**src/rtl/imm_instr_encoder_pkg.sv**
```systemverilog
// -----------------------------------------------------------------------------
// imm_instr_encoder_pkg
// Shared definitions for the immediate instruction encoder:
//   - fmt_e       : request class carried on in_fmt
//   - OPC_*       : RV32I major opcodes, identical to the core's extractor
//   - F3_*        : funct3 codes that change how the extractor widens imm
//   - *_MIN/*_MAX : value ranges the extractor can hand back exactly
//   - fmt_opcode  : maps a request class onto its opcode
// -----------------------------------------------------------------------------
package imm_instr_encoder_pkg;

    typedef enum logic [2:0] {
        FMT_OP_IMM = 3'd0,
        FMT_LOAD   = 3'd1,
        FMT_STORE  = 3'd2,
        FMT_BRANCH = 3'd3,
        FMT_LUI    = 3'd4,
        FMT_AUIPC  = 3'd5
    } fmt_e;

    localparam logic [6:0] OPC_OP_IMM  = 7'b0010011;
    localparam logic [6:0] OPC_LOAD    = 7'b0000011;
    localparam logic [6:0] OPC_STORE   = 7'b0100011;
    localparam logic [6:0] OPC_BRANCH  = 7'b1100011;
    localparam logic [6:0] OPC_LUI     = 7'b0110111;
    localparam logic [6:0] OPC_AUIPC   = 7'b0010111;
    localparam logic [6:0] OPC_ILLEGAL = 7'b0000000;

    localparam logic [2:0] F3_SLTIU = 3'b011;
    localparam logic [2:0] F3_SLLI  = 3'b001;
    localparam logic [2:0] F3_SRXI  = 3'b101;

    // The only upper-seven patterns a shift immediate may carry (SRLI / SRAI).
    localparam logic [6:0] SHIFT_HI_LOGICAL = 7'h00;
    localparam logic [6:0] SHIFT_HI_ARITH   = 7'h20;

    // Zero-extended 12-bit fields (SLTIU, LOAD, STORE).
    localparam logic [31:0] ZEXT12_MAX = 32'd4095;

    // Sign-extended 12-bit fields (remaining OP_IMM).
    localparam logic signed [31:0] SEXT12_MIN = -32'sd2048;
    localparam logic signed [31:0] SEXT12_MAX = 32'sd2047;

    // Branch offsets: unsigned-compare branches zero-extend, others sign-extend.
    localparam logic [31:0]        BR_ZEXT_MAX = 32'd8190;
    localparam logic signed [31:0] BR_SEXT_MIN = -32'sd4096;
    localparam logic signed [31:0] BR_SEXT_MAX = 32'sd4094;

    function automatic logic [6:0] fmt_opcode(input logic [2:0] fmt);
        logic [6:0] opc;
        case (fmt)
            FMT_OP_IMM: opc = OPC_OP_IMM;
            FMT_LOAD:   opc = OPC_LOAD;
            FMT_STORE:  opc = OPC_STORE;
            FMT_BRANCH: opc = OPC_BRANCH;
            FMT_LUI:    opc = OPC_LUI;
            FMT_AUIPC:  opc = OPC_AUIPC;
            default:    opc = OPC_ILLEGAL;
        endcase
        return opc;
    endfunction

endpackage

```
**src/rtl/imm_instr_encoder_legal.sv**
```systemverilog
// -----------------------------------------------------------------------------
// imm_legal_check
// Combinational check that the core's immediate extractor, when handed the
// packed word, returns exactly the requested immediate.
//   fmt    in  3   request class (6/7 are never legal)
//   funct3 in  3   selects zero/sign extension and shift rules
//   imm    in  32  immediate the extractor must reproduce
//   legal  out 1   1 when the immediate round-trips unchanged
// -----------------------------------------------------------------------------
module imm_legal_check
    import imm_instr_encoder_pkg::*;
(
    input  logic [2:0]  fmt,
    input  logic [2:0]  funct3,
    input  logic [31:0] imm,
    output logic        legal
);

    logic signed [31:0] simm;

    assign simm = $signed(imm);

    // Each class is judged against the widening its extractor applies; a
    // branch offset must also be even because bit 0 is never encoded.
    always_comb begin
        legal = 1'b0;
        case (fmt)
            FMT_OP_IMM: begin
                if (funct3 == F3_SLTIU) begin
                    legal = (imm <= ZEXT12_MAX);
                end else if (funct3 == F3_SLLI || funct3 == F3_SRXI) begin
                    legal = (imm[31:12] == 20'd0) &&
                            (imm[11:5] == SHIFT_HI_LOGICAL || imm[11:5] == SHIFT_HI_ARITH);
                end else begin
                    legal = (simm >= SEXT12_MIN) && (simm <= SEXT12_MAX);
                end
            end
            FMT_LOAD, FMT_STORE: begin
                legal = (imm <= ZEXT12_MAX);
            end
            FMT_BRANCH: begin
                if (funct3[2:1] == 2'b11) begin
                    legal = !imm[0] && (imm <= BR_ZEXT_MAX);
                end else begin
                    legal = !imm[0] && (simm >= BR_SEXT_MIN) && (simm <= BR_SEXT_MAX);
                end
            end
            FMT_LUI, FMT_AUIPC: begin
                legal = (imm[11:0] == 12'd0);
            end
            default: begin
                legal = 1'b0;
            end
        endcase
    end

endmodule

```
**src/rtl/imm_instr_encoder.sv**
```systemverilog
// -----------------------------------------------------------------------------
// imm_instr_encoder
// Packs class, register fields, funct3 and a 32-bit immediate into an RV32I
// instruction word through a two-stage valid/ready pipeline, flagging any
// immediate the core's extractor could not reproduce.
//   clk, rst              clock / synchronous active-high reset
//   in_valid, in_ready    request handshake
//   in_fmt, in_funct3     class and funct3
//   in_rd, in_rs1, in_rs2 register fields
//   in_imm                immediate as the extractor must return it
//   out_valid, out_ready  word handshake
//   out_instr, out_err    packed word and not-representable flag
//   cnt_clr               clears both statistics counters
//   enc_cnt, err_cnt      saturating handoff / error-handoff counters
// -----------------------------------------------------------------------------
module imm_instr_encoder
    import imm_instr_encoder_pkg::*;
#(
    parameter int CNT_W = 16
) (
    input  logic             clk,
    input  logic             rst,
    input  logic             in_valid,
    output logic             in_ready,
    input  logic [2:0]       in_fmt,
    input  logic [2:0]       in_funct3,
    input  logic [4:0]       in_rd,
    input  logic [4:0]       in_rs1,
    input  logic [4:0]       in_rs2,
    input  logic [31:0]      in_imm,
    output logic             out_valid,
    input  logic             out_ready,
    output logic [31:0]      out_instr,
    output logic             out_err,
    input  logic             cnt_clr,
    output logic [CNT_W-1:0] enc_cnt,
    output logic [CNT_W-1:0] err_cnt
);

    logic        s1_valid;
    logic [2:0]  s1_fmt;
    logic [2:0]  s1_funct3;
    logic [4:0]  s1_rd;
    logic [4:0]  s1_rs1;
    logic [4:0]  s1_rs2;
    logic [31:0] s1_imm;
    logic        s1_legal;
    logic [31:0] s1_word;
    logic [6:0]  s1_opc;
    logic        s2_load;
    logic        handoff;

    assign s2_load  = !out_valid || out_ready;
    assign in_ready = !s1_valid || s2_load;
    assign handoff  = out_valid && out_ready;

    // Stage 1 valid bit: refilled (or emptied) whenever it can hand on or is empty.
    always_ff @(posedge clk) begin
        if (rst) begin
            s1_valid <= 1'b0;
        end else if (in_ready) begin
            s1_valid <= in_valid;
        end
    end

    // Stage 1 payload only needs capturing on an accepted request; its
    // contents are meaningless while s1_valid is low, so no reset is needed.
    always_ff @(posedge clk) begin
        if (in_valid && in_ready) begin
            s1_fmt    <= in_fmt;
            s1_funct3 <= in_funct3;
            s1_rd     <= in_rd;
            s1_rs1    <= in_rs1;
            s1_rs2    <= in_rs2;
            s1_imm    <= in_imm;
        end
    end

    imm_legal_check u_legal (
        .fmt    (s1_fmt),
        .funct3 (s1_funct3),
        .imm    (s1_imm),
        .legal  (s1_legal)
    );

    assign s1_opc = fmt_opcode(s1_fmt);

    // Field packing follows the standard RV32 layouts. Illegal classes still
    // produce a word (I layout, zero opcode) so the consumer sees something
    // deterministic alongside the error flag.
    always_comb begin
        s1_word = {s1_imm[11:0], s1_rs1, s1_funct3, s1_rd, s1_opc};
        case (s1_fmt)
            FMT_STORE: begin
                s1_word = {s1_imm[11:5], s1_rs2, s1_rs1, s1_funct3, s1_imm[4:0], s1_opc};
            end
            FMT_BRANCH: begin
                s1_word = {s1_imm[12], s1_imm[10:5], s1_rs2, s1_rs1, s1_funct3,
                           s1_imm[4:1], s1_imm[11], s1_opc};
            end
            FMT_LUI, FMT_AUIPC: begin
                s1_word = {s1_imm[31:12], s1_rd, s1_opc};
            end
            default: begin
                s1_word = {s1_imm[11:0], s1_rs1, s1_funct3, s1_rd, s1_opc};
            end
        endcase
    end

    // Stage 2 holds its contents untouched while the consumer stalls it.
    always_ff @(posedge clk) begin
        if (rst) begin
            out_valid <= 1'b0;
            out_instr <= 32'd0;
            out_err   <= 1'b0;
        end else if (s2_load) begin
            out_valid <= s1_valid;
            if (s1_valid) begin
                out_instr <= s1_word;
                out_err   <= !s1_legal;
            end
        end
    end

    // Statistics: a clear beats a simultaneous increment, and both counters
    // stick at all-ones rather than wrapping.
    always_ff @(posedge clk) begin
        if (rst || cnt_clr) begin
            enc_cnt <= '0;
            err_cnt <= '0;
        end else if (handoff) begin
            if (enc_cnt != '1) begin
                enc_cnt <= enc_cnt + 1'b1;
            end
            if (out_err && err_cnt != '1) begin
                err_cnt <= err_cnt + 1'b1;
            end
        end
    end

endmodule

```
**config.mk**
```make
export PLATFORM = sky130hd
export DESIGN_NAME = imm_instr_encoder
export DESIGN_NICKNAME = d
export VERILOG_FILES = /design/src/rtl/imm_instr_encoder_pkg.sv /design/src/rtl/imm_instr_encoder_legal.sv /design/src/rtl/imm_instr_encoder.sv
export SDC_FILE = /design/constraint.sdc
export NUM_CORES = 1
export LEC_CHECK = 0
export BUFFER_PORTS_ARGS = -buffer_cell sky130_fd_sc_hd__buf_2
export CAP_MARGIN = 10
export CORE_ASPECT_RATIO = 1.4
export CORE_MARGIN = 3
export CORE_UTILIZATION = 55
export CTS_CLUSTER_SIZE = 25
export DETAILED_ROUTE_END_ITERATION = 8
export HOLD_SLACK_MARGIN = 0.02
export PLACE_DENSITY = 0.82
export SLEW_MARGIN = 20
export SYNTH_ARGS = -nofsm -noshare
export SYNTH_HDL_FRONTEND = slang
export SYNTH_SLANG_ARGS = --single-unit
```
**constraint.sdc**
```tcl
create_clock -name clk -period 5.41 [get_ports clk]
set_clock_uncertainty 0.15 [all_clocks]
set_input_delay 0 -clock clk [delete_from_list [all_inputs] [get_ports clk]]
set_output_delay 0 -clock clk [all_outputs]
set_load 0.01 [all_outputs]
```
# --- Yosys cells after proc, flatten, opt, wreduce, memory -nomap -nowiden ---
# Index checks and enable logic that the tools add are counted.
totals:
  reg_bits: 120
  inputBits: 58
  out_inout_bits: 67
  word_cells: 64
op_classes:
  add_sub_neg: 2
  magnitude_cmp: 6
  n_eq_ne: 12
  mux: 6
  n_reduce_logical: 26
ops:
  columns: ["op", "n"]
  rows:
  - ["32-bit one-hot mux with 3 select lines", 1]
  - ["32-bit by 12-bit <= comparator with 1-bit output, second input constant", 2]
  - ["32-bit by 13-bit <= comparator with 1-bit output, second input constant", 2]
  - ["7-bit one-hot mux with 6 select lines", 1]
  - ["16-bit by 1-bit adder with 16-bit output, second input constant", 2]
  - ["32-bit by 12-bit >= comparator with 1-bit output, second input constant", 1]
  - ["32-bit by 13-bit >= comparator with 1-bit output, second input constant", 1]
  - ["16-bit != test, second input constant", 2]
  - ["20-bit zero test", 1]
  - ["12-bit zero test", 1]
  - ["3-bit by 2-bit == test with 1-bit output, second input constant", 3]
  - ["3-bit == test, second input constant", 3]
  - ["1-bit logical AND", 8]
  - ["7-bit by 6-bit == test with 1-bit output, second input constant", 1]
  - ["7-bit zero test", 1]
  - ["3-bit by 1-bit == test with 1-bit output, second input constant", 2]
  - ["2-bit AND reduction", 3]
  - ["1-bit logical OR", 5]
  - ["1-bit zero test", 4]
  - ["1-bit one-hot mux with 4 select lines", 1]
  - ["2-bit OR reduction", 2]
  - ["3-bit zero test", 1]
  - ["1-bit two-way mux", 3]
  - ["2-bit == test, second input constant", 1]

# --- Logic depth before layout (Yosys ltp) ---
depth:
  ltp_word: 7
  depth_mapped: 8
  mapped_depth_nobuf: 7

# --- Hierarchy ---
# From an unflattened synthesis, not the netlist that was laid out.
unflattened:
  cells_unflattened: 465
  area_unflattened_um2: 5044.8
by_module_without_submodules:
  columns: ["mod", "instances", "cells_per_inst", "area_each_um2", "seq_area_each_um2"]
  rows:
  - ["imm_instr_encoder", 1, 430, 4814.6, 2892.8]
  - ["imm_legal_check", 1, 35, 230.2, 0.0]

# --- Worst setup path after synthesis ---
# Ideal clock, no wire load.
synth_timing:
  path_kind: "register to register"
  startpoint: "register out_valid"
  endpoint: "register s1_fmt[0] (enable)"
  setup_ns: 0.416
  t_arrival_ns: 2.051
  required_time_ns: 4.844
  slack_ns: 2.792
  stages_incl_launch_ff: 4
  n_path_buf: 0
  synth_period_minus_slack_ns: 2.618
  path_cell_list: "dfxtp_1 and2b_1 nand2_1 and2_1"
synth_via:
  elab_chain_cells: 4
synth_lines:
  columns: ["item", "line", "source"]
  rows:
  - ["start, declared", "imm_instr_encoder.sv:31", "output logic out_valid,"]
  - ["start signal, assigned", "imm_instr_encoder.sv:117", "out_valid <= s1_valid;"]
  - ["1-bit zero test", "imm_instr_encoder.sv:53", "assign s2_load = !out_valid || out_ready;"]
  - ["1-bit logical OR", "imm_instr_encoder.sv:53", null]
  - ["1-bit logical OR", "imm_instr_encoder.sv:54", "assign in_ready = !s1_valid || s2_load;"]
  - ["named net in_ready", "imm_instr_encoder.sv:24", "output logic in_ready,"]
  - ["1-bit logical AND", "imm_instr_encoder.sv:69", "if (in_valid && in_ready) begin"]
  - ["end signal, assigned", "imm_instr_encoder.sv:70", "s1_fmt <= in_fmt;"]
  - ["end, declared", "imm_instr_encoder.sv:41", "logic [2:0] s1_fmt;"]
# The timed path passes the listed nets, and every way through them passes these cells.
# A chain may end at the register's enable or synchronous reset.

# --- Final worst setup path ---
layout_timing:
  startpoint: "register s1_fmt[1]"
  endpoint: "register out_instr[30]"
layout_via:
  elab_chain_cells: 3
  elab_cells_between_ends: 6
  cone_classes: "eq/ne (4); mux (1); reduce/logical (1)"
layout_lines:
  columns: ["item", "line", "source"]
  rows:
  - ["3-bit == test", "imm_instr_encoder.sv:93", "case (s1_fmt)"]
  - ["2-bit OR reduction", "imm_instr_encoder.sv:93", null]
  - ["32-bit one-hot mux with 3 select lines (*)", "imm_instr_encoder.sv:93", null]
  - ["end signal, assigned", "imm_instr_encoder.sv:119", "out_instr <= s1_word;"]
  - ["end, declared", "imm_instr_encoder.sv:33", "output logic [31:0] out_instr,"]
# Mark *: on every way between the ends. The rest lies on a longest branch, timed or not.

==> flow_summary.yaml <==
job:
  drv_cap: 0
logic_synthesis:
  netlist_top_cells_area: "edfxtp_1 32%, dfxtp_1 26%, nor2_1 4.9%"
  async_flop_share_pct: 0
  synth_compound_area_share_pct: 12.2
  ys_seq_elements: 118
  avgSynthCellArea_um2: 10.7
  syn_inst: 465
  synth_cell_types: 57
  yosys.area_share.simple_pct: 20.5
  syn_nets: 529
  synth_adder_area_share_pct: 1.51
  synthXorXnorAreaFrac_pct: 4.39
  synth_seq_area_share_pct: 58.1
  synth_area_leader_cell: "edfxtp_1"
  synth_edf_count: 53
  synthMuxAreaShare_pct: 0.628
  synth_area_um2: 4980
  synthFlopType: "dfxtp_1"
  synth_top_cell_area_share_pct: 31.9
  yosysWarnings: 0
  synth_top_family_by_area: "simple AND/OR/NAND/NOR gates"
timing:
  slew_headroom_pct: 30.2
  hold_viol_final: 0
  final.setup.tns_ns: 0
  finalSetupViolCount: 0
  max_freq_mhz: 380
  finalMaxSlewViolations: 0
  finalCritPeriodShare_pct: 48.6
  rsz0062_at_grt: "false"
  period_minus_slack_ns: 2.63
  worst_slew_pin_slew_ns: 1.05
power_and_ir_drop:
  power_density_nw_per_um2: 340
  max-vdd-ir-drop_v: 0.000340
  p_leak_nw: 2.66
cells_and_area:
  post-route-util_pct: 78.0
  final_nets: 702
  layout_commonest_cell: "buf_2"
  fillers: 544
  antenna_cells: 0
  synthToLayoutAreaGrowth_pct: 36.4
  layout-drive-gt1-share_pct: 26.3
  layout_common_cells: "123 x buf_2, 65 x nor2_1, 65 x dfxtp_1"
routing:
  drc: 0
  drtPass1Iterations: 5
  post_drt_wl_per_cell_um: 18.5
  via_count: 4533
  postRouteAntennaNets: 0
  viasPerCell: 6.00
  drt_iter0_markers: 251
  drt-total-wl_um: 14000
global_route:
  grt_pass1_vias: 4410
  antenna_found_initial: 0
  gr-usage-all-layers_pct: 28.1
  gr-total-overflow: 0
  grt_first_pass_wirelength_um: 22300
  grt_max_degree: 54
place:
  hpwlAfterDp_um: 8680
  io_buffers: 123
  gp_congestion: 0.935
clocking:
  numCtsBuffers: 17
  clock_sinks: 118
  clock_latency_ns: 0.42
  cts_resized: 0
  clk_pin_slew_ns: 0.06
  holdBufCountCts: 57
  clock_path_buffers: 2
  cts-root-buf: "clkbuf_16"
  h-tree-depth: 4
  cts_tree: "built"
  cts_setup_buffers: 0
critical_path:
  reg2regPathDepth: 5
  critPathKind: "flip-flop to flip-flop"
  crit_fanout: 16
  crit_arrival_ns: 2.81
  endpoint_kind: "flip-flop"
  worstSetupStartpointType: "flip-flop"
  cp.required_ns: 5.59
floorplan:
  start_util_pct: 57.2
  ios: 125
  dieArea_um2: 10300
  core_um2: 8710
  die_w_um: 86.4
  rows: 40
  die_h_um: 119
run_status:
  status: "finished clean"
min_path:
  min_path_cells: 3
  hold_class: "primary input to flip-flop"
per-layer routing:
layer,up-vias,global-route usage [%],share of wire [%]
met4,0,12.9,3.3
met3,64,7.25,7.8
met2,268,49.3,53
met1,2114,31.2,36
met5,-,0,0
li1,2087,-,-
power breakdown:
part           internal (mW)  switching [mW]
Combinational         0.0806          0.0917
Clock                  0.689           0.439
Sequential             0.976          0.0345
critical path: stages, from the launching register on:
cell      delay [ns]
edfxtp_1        0.51
inv_1           0.14
ha_1            0.47
nor2b_1         0.86
a221oi_1        0.19
nor3_1          0.22
Yosys cell counts, types with 5 or more instances:
library cell,number
inv_1,6
dfxtp_1,65
nor2_1,65
o21ai_0,8
a22oi_1,5
xnor2_1,17
nand4_1,15
xor2_1,8
nand2_1,31
ha_1,6
edfxtp_1,53
buf_2,5
a211oi_1,8
nor3_1,34
clkbuf_1,19
and4_1,5
nand3_1,10
a21oi_1,16
and3_1,5
nor4_1,7
a221oi_1,19
cells by family after synthesis:
group                    after synthesis
AO/OA/AOI/OAI                         80
other                                  1
flip-flops                           118
buffers and inverters                 32
multiplexers                           3
XOR/XNOR                              25
adder cells (fa/ha/maj)                6
AND/OR/NAND/NOR                      200
flip-flops by register name, indices dropped and copies added (netlist names):
register,count
s1_valid,1
s1_rs1,5
s1_funct3,3
s1_rd,5
s1_fmt,3
enc_cnt,16
out_valid,1
err_cnt,16
s1_rs2,5
out_instr,30
out_err,1
s1_imm,32
final timing paths:
path,startpoint,endpoint,slack [ns]
hold / removal,cnt_clr,enc_cnt[8],0.12
setup reg to reg,s1_fmt[1],out_instr[30],2.78
hold reg to reg,out_instr[24],out_instr[24],0.31
setup / recovery,s1_fmt[1],out_instr[30],2.78
cell type report:
cell class	instances	area, um2	area share, %
clock buffer	17	425	6.26
clock inverter	15	169	2.49
multi-input combinational	315	1970	29.0
sequential	118	2890	42.6
timing repair buffer	180	1190	17.5
tap	105	131	1.93
inverter	6	22.5	0.331
per-stage QoR:
stage	setup slack [ns]	cells	hold slack [ns]	instance area (um2)	total power [mW]
final	2.78	756	0.117	6800	2.31
after CTS	2.82	756	0.124	6790	2.30
after detailed placement	2.83	667	0.0281	5620	1.16
after global placement	2.99	667	0.0258	5620	1.16
after global routing	2.57	756	0.142	6800	2.38
after floorplan	2.79	465	-0.0511	4980	1.10
Power figures use the tool's default switching activity.
